$ cat config.mk
export PLATFORM = sky130hd
export DESIGN_NAME = read_dat_extd
export DESIGN_NICKNAME = d
export VERILOG_FILES = /design/src/rtl/read_dat_extd_pkg.sv /design/src/rtl/read_dat_extd_fifo.sv /design/src/rtl/read_dat_extd.sv
export SDC_FILE = /design/constraint.sdc
export NUM_CORES = 1
export LEC_CHECK = 0
export CAP_MARGIN = 40
export CORE_MARGIN = 4
export CORE_UTILIZATION = 41
export CTS_BUF_LIST = sky130_fd_sc_hd__clkbuf_16
export DETAILED_ROUTE_END_ITERATION = 12
export PLACE_DENSITY = 0.79
export SYNTH_ARGS = -nofsm -noshare
export SYNTH_HDL_FRONTEND = slang
export SYNTH_HIERARCHICAL = 1
export SYNTH_SLANG_ARGS = --single-unit
$ cat constraint.sdc
create_clock -name clk -period 2.3 [get_ports clk]
set_input_delay 0.23 -clock clk [delete_from_list [all_inputs] [get_ports clk]]
set_output_delay 0.23 -clock clk [all_outputs]
set_load 0.005 [all_outputs]
$ cat src/rtl/read_dat_extd_pkg.sv
// rtl/read_dat_extd_pkg.sv - shared types and constants for the read-data lane extender
package read_dat_extd_pkg;

    typedef enum logic [1:0] {
        SZ_WORD = 2'd0,
        SZ_HALF = 2'd1,
        SZ_BYTE = 2'd2,
        SZ_NONE = 2'd3
    } size_e;

    localparam int LANES_WORD  = 1;
    localparam int LANES_HALF  = 2;
    localparam int LANES_BYTE  = 4;

    localparam int ELEM_W_WORD = 32;
    localparam int ELEM_W_HALF = 16;
    localparam int ELEM_W_BYTE = 8;

    typedef struct packed {
        size_e      size;
        logic [1:0] lane;
        logic       sgn;
    } req_info_t;

endpackage

$ cat src/rtl/read_dat_extd_fifo.sv
// rtl/read_dat_extd_fifo.sv - in-order request-info queue with full/empty and count
module read_dat_extd_fifo
    import read_dat_extd_pkg::*;
#(
    parameter int DEPTH = 4
) (
    input  logic                       clk,
    input  logic                       rst,
    input  logic                       push_i,
    input  req_info_t                  push_dat_i,
    input  logic                       pop_i,
    output req_info_t                  pop_dat_o,
    output logic                       full_o,
    output logic                       empty_o,
    output logic [$clog2(DEPTH):0]     count_o
);

    localparam int AW = $clog2(DEPTH);

    req_info_t         mem_q [DEPTH];
    logic [AW-1:0]     wr_ptr_q, wr_ptr_d;
    logic [AW-1:0]     rd_ptr_q, rd_ptr_d;
    logic [AW:0]       count_q, count_d;
    logic              push_ok, pop_ok;

    assign full_o    = (count_q == (AW+1)'(DEPTH));
    assign empty_o   = (count_q == '0);
    assign count_o   = count_q;
    assign pop_dat_o = mem_q[rd_ptr_q];

    // A full queue refuses pushes even when a pop frees a slot this cycle.
    assign push_ok = push_i & ~full_o;
    assign pop_ok  = pop_i & ~empty_o;

    always_comb begin
        wr_ptr_d = wr_ptr_q;
        rd_ptr_d = rd_ptr_q;
        count_d  = count_q;
        if (push_ok) wr_ptr_d = wr_ptr_q + AW'(1);
        if (pop_ok)  rd_ptr_d = rd_ptr_q + AW'(1);
        case ({push_ok, pop_ok})
            2'b10:   count_d = count_q + (AW+1)'(1);
            2'b01:   count_d = count_q - (AW+1)'(1);
            default: count_d = count_q;
        endcase
    end

    always_ff @(posedge clk) begin
        if (rst) begin
            wr_ptr_q <= '0;
            rd_ptr_q <= '0;
            count_q  <= '0;
        end else begin
            wr_ptr_q <= wr_ptr_d;
            rd_ptr_q <= rd_ptr_d;
            count_q  <= count_d;
        end
    end

    always_ff @(posedge clk) begin
        if (push_ok) mem_q[wr_ptr_q] <= push_dat_i;
    end

endmodule

$ cat src/rtl/read_dat_extd.sv
// rtl/read_dat_extd.sv - load lane select and extend; READ_DAT_EXTD_SIGN_EN enables sign extension
module read_dat_extd
    import read_dat_extd_pkg::*;
#(
    parameter int WIDTH_TYPE_NUM = 3,
    parameter int WIDTH_ADDR     = 32,
    parameter int WIDTH_DATA_IN  = 32,
    parameter int WIDTH_DATA_OUT = 32,
    parameter int ADDR_TYPE      = 1,
    parameter int DEPTH          = 4
) (
    input  logic                      clk,
    input  logic                      rst,
    input  logic                      iReqVld,
    output logic                      oReqRdy,
    input  logic [WIDTH_TYPE_NUM-1:0] iEn,
    input  logic [WIDTH_ADDR-1:0]     iAddr,
    input  logic                      iSigned,
    input  logic                      iRspVld,
    output logic                      oRspRdy,
    input  logic [WIDTH_DATA_IN-1:0]  iRspDat,
    output logic                      oVld,
    input  logic                      iRdy,
    output logic [WIDTH_DATA_OUT-1:0] oDat
);

    req_info_t                   req_info, pop_info;
    logic                        full, empty;
    logic [$clog2(DEPTH):0]      count;
    logic                        push, pop;
    logic                        half_ok, byte_ok;
    logic [1:0]                  half_lane, byte_lane;
    logic                        sgn_en;
    logic [ELEM_W_HALF-1:0]      half_el;
    logic [ELEM_W_BYTE-1:0]      byte_el;
    logic [WIDTH_DATA_OUT-1:0]   ext_dat;
    logic                        vld_q, vld_d;
    logic [WIDTH_DATA_OUT-1:0]   dat_q, dat_d;

    generate
        if (ADDR_TYPE == 1) begin : g_lsb_lane
            assign half_ok   = (iAddr < WIDTH_ADDR'(LANES_HALF));
            assign byte_ok   = (iAddr < WIDTH_ADDR'(LANES_BYTE));
            assign half_lane = {1'b0, iAddr[0]};
            assign byte_lane = iAddr[1:0];
        end else begin : g_msb_lane
            // Lane fields sit in the top address bits; only the low bits of each field select a lane.
            wire unused_addr = ^iAddr;
            assign half_ok   = 1'b1;
            assign byte_ok   = 1'b1;
            assign half_lane = {1'b0, iAddr[WIDTH_ADDR-2]};
            assign byte_lane = iAddr[WIDTH_ADDR-2 -: 2];
        end
    endgenerate

    always_comb begin
        req_info.size = SZ_NONE;
        req_info.lane = 2'd0;
        req_info.sgn  = 1'b0;
        if (iEn[0]) begin
            req_info.size = SZ_WORD;
        end else if (iEn[1]) begin
            if (half_ok) begin
                req_info.size = SZ_HALF;
                req_info.lane = half_lane;
            end
        end else if (iEn[2]) begin
            if (byte_ok) begin
                req_info.size = SZ_BYTE;
                req_info.lane = byte_lane;
            end
        end
`ifdef READ_DAT_EXTD_SIGN_EN
        req_info.sgn = iSigned;
`endif
    end

`ifdef READ_DAT_EXTD_SIGN_EN
    assign sgn_en = pop_info.sgn;
`else
    wire unused_sgn = ^{iSigned, pop_info.sgn};
    assign sgn_en = 1'b0;
`endif

    assign oReqRdy = ~full;
    assign push    = iReqVld & ~full;
    // The output register must be free or draining before a new response is taken.
    assign oRspRdy = ~empty & (~vld_q | iRdy);
    assign pop     = iRspVld & oRspRdy;

    read_dat_extd_fifo #(.DEPTH(DEPTH)) u_fifo (
        .clk        (clk),
        .rst        (rst),
        .push_i     (push),
        .push_dat_i (req_info),
        .pop_i      (pop),
        .pop_dat_o  (pop_info),
        .full_o     (full),
        .empty_o    (empty),
        .count_o    (count)
    );

    wire unused_count = ^count;

    assign half_el = iRspDat[ELEM_W_HALF*pop_info.lane[0] +: ELEM_W_HALF];
    assign byte_el = iRspDat[ELEM_W_BYTE*pop_info.lane +: ELEM_W_BYTE];

    always_comb begin
        ext_dat = '0;
        case (pop_info.size)
            SZ_WORD: ext_dat = WIDTH_DATA_OUT'(iRspDat);
            SZ_HALF: ext_dat = {{(WIDTH_DATA_OUT-ELEM_W_HALF){sgn_en & half_el[ELEM_W_HALF-1]}}, half_el};
            SZ_BYTE: ext_dat = {{(WIDTH_DATA_OUT-ELEM_W_BYTE){sgn_en & byte_el[ELEM_W_BYTE-1]}}, byte_el};
            default: ext_dat = '0;
        endcase
    end

    always_comb begin
        vld_d = vld_q;
        dat_d = dat_q;
        if (pop) begin
            vld_d = 1'b1;
            dat_d = ext_dat;
        end else if (iRdy) begin
            vld_d = 1'b0;
        end
    end

    always_ff @(posedge clk) begin
        if (rst) begin
            vld_q <= 1'b0;
            dat_q <= '0;
        end else begin
            vld_q <= vld_d;
            dat_q <= dat_d;
        end
    end

    assign oVld = vld_q;
    assign oDat = dat_q;

endmodule

==> results.json <==
{
  "wl_per_cell_um": 16.0,
  "p_leak_nw": 1.66,
  "num_vias": 2722,
  "cp-end-kind": "register",
  "vias_per_cell": 5.36,
  "synthCells": 295,
  "worstSetupPathType": "register to register",
  "htree_levels": 3,
  "drc": 0,
  "p_total_mw": 3.87,
  "synthToLayoutAreaGrowth_pct": 51.3,
  "grt_remaining_overflow": 0,
  "hold_buffers": 0,
  "worstPathRequired_ns": 2.54,
  "critPathArrivalTime_ns": 2.40,
  "fp.coreArea_um2": 6790,
  "cts-root-buf": "clkbuf_16",
  "rsz0062_at_grt": "no",
  "multi_input_area_um2": 1410,
  "cts_tree": "built",
  "finClkSkew_ns": 0.00819,
  "clk_latency_ns": 0.33,
  "grt_pass1_vias": 2759,
  "final_core_util": 0.637,
  "fmax_mhz": 464,
  "n_antenna_cell": 0,
  "firstDrtPassIters": 5,
  "detail-route-antenna-nets": 0,
  "portBuffers": 106,
  "place_congestion": 0.865,
  "drive_gt1_frac": 0.102,
  "dieArea_um2": 8380,
  "cpMostUsedCell": "inv_1",
  "place_hpwl_mm": 5.88,
  "hold_viol": 0,
  "initialDrtViolationCount": 107,
  "setup_viol_count_final": 0,
  "nets": 486,
  "max-cap-violations": 0,
  "area.sequential_um2": 1330,
  "grt_start_max_net_pins": 42,
  "ir_drop_mv": 0.580,
  "cp_slowest_cell": "fa_1",
  "dp_cells": 492,
  "antenna_found_initial": 0,
  "fin_crit_sh": 0.938,
  "die_width_um": 91.5,
  "fillers": 586,
  "die_h_um": 91.5,
  "final_common_cell": "clkdlybuf4s50_1",
  "fin_cells": 508,
  "path_delay_family": "simple AND/OR/NAND/NOR gates",
  "pin_count": 108,
  "routed_wl_mm": 8.11,
  "grt_use_total": 0.198,
  "synth_fp_nets": 374,
  "cpPeakStageDelay_ns": 0.38,
  "initial_core_util": 0.421,
  "rows": 30,
  "worstMarginPinSlew_ns": 0.645,
  "synthesis.area_um2": 2860,
  "grt_pass1_wl_mm": 13.1,
  "holdCritPathClass": "register to register",
  "cp_max_fo": 5,
  "hold_slack_ns": 0.447,
  "yosys_warnings": 6,
  "crit_path_cell_trace": "nor3b_4 -> nor2b_1 -> inv_1 -> nor2_1 -> inv_1 -> ha_1 -> inv_1 -> fa_1 -> xor2_1 -> or3_1 -> a21oi_1",
  "cts-buffers-inserted": 9,
  "cp_num_buf_inv": 3,
  "clock_sinks": 58,
  "avgSynthCellArea_um2": 9.70,
  "final_cell_mix": "106 x clkdlybuf4s50_1, 39 x dfxtp_1, 32 x a21oi_1",
  "clk_pin_slew_ns": 0.05,
  "min_period_ns": 2.16,
  "max_slew_margin": 0.566,
  "tns_ns": 0,
  "report.final.slew_viol_count": 0,
  "cts_buffer_depth": 2,
  "power-per-cell-area_nw_per_um2": 893,
  "cp-start-kind": "register",
  "status": "complete, no violations"
}
[sequential cells by signal, indices dropped and copies added, names as in the netlist, named ones only]
register	count
u_fifo/count_o	3
oDat	32
oVld	1
u_fifo/mem_q	16
u_fifo/wr_ptr_q	2
u_fifo/rd_ptr_q	2
[through the flow]
stage	area, µm²	worst slack, ns
after floorplan	2870	0.00170
after global placement	4060	-0.00673
after detailed placement	4060	-0.0592
after CTS	4320	0.0975
after global routing	4330	0.0117
final	4330	0.144
[power breakdown]
group	switching [mW]	internal [mW]
clock	0.443	0.712
sequential	0.105	1.20
combinational	0.706	0.701
total	1.25	2.61
[metal layers]
layer	share of wire	track usage
met5	0	0
met4	0.020	0.0992
met3	0.10	0.0580
met2	0.49	0.340
met1	0.39	0.223
[final timing paths]
kind	startpoint	to	slack (ns)	depth (start not counted)
max	u_fifo/count_o[2]	u_fifo/count_o[2]	0.14	11
min	oDat[6]	oDat[6]	0.45	2
max reg2reg	u_fifo/count_o[2]	u_fifo/count_o[2]	0.14	11
min reg2reg	oDat[6]	oDat[6]	0.45	2
[timing repair]
action,4_1_cts,5_1_grt
setup buffers,0,0
endpoints found under the setup margin,0,1
gates resized for setup,0,4
[cell type report]
| type | count | share of cell area |
|---|---|---|
| Clock buffer | 9 | 0.0520 |
| Clock inverter | 7 | 0.00838 |
| Inverter | 11 | 0.0107 |
| Multi-Input combinational cell | 209 | 0.325 |
| Sequential cell | 58 | 0.307 |
| Tap cell | 96 | 0.0277 |
| Timing Repair Buffer | 118 | 0.269 |
[worst min-delay path: cells and delay by family (launching register included)]
kind	cells	cell delay (ns)
AOI/OAI and AO/OA	1	0.05
DFF	1	0.30
and+or+nand+nor	1	0.05
No activity file was read; power rests on OpenSTA's default activity.
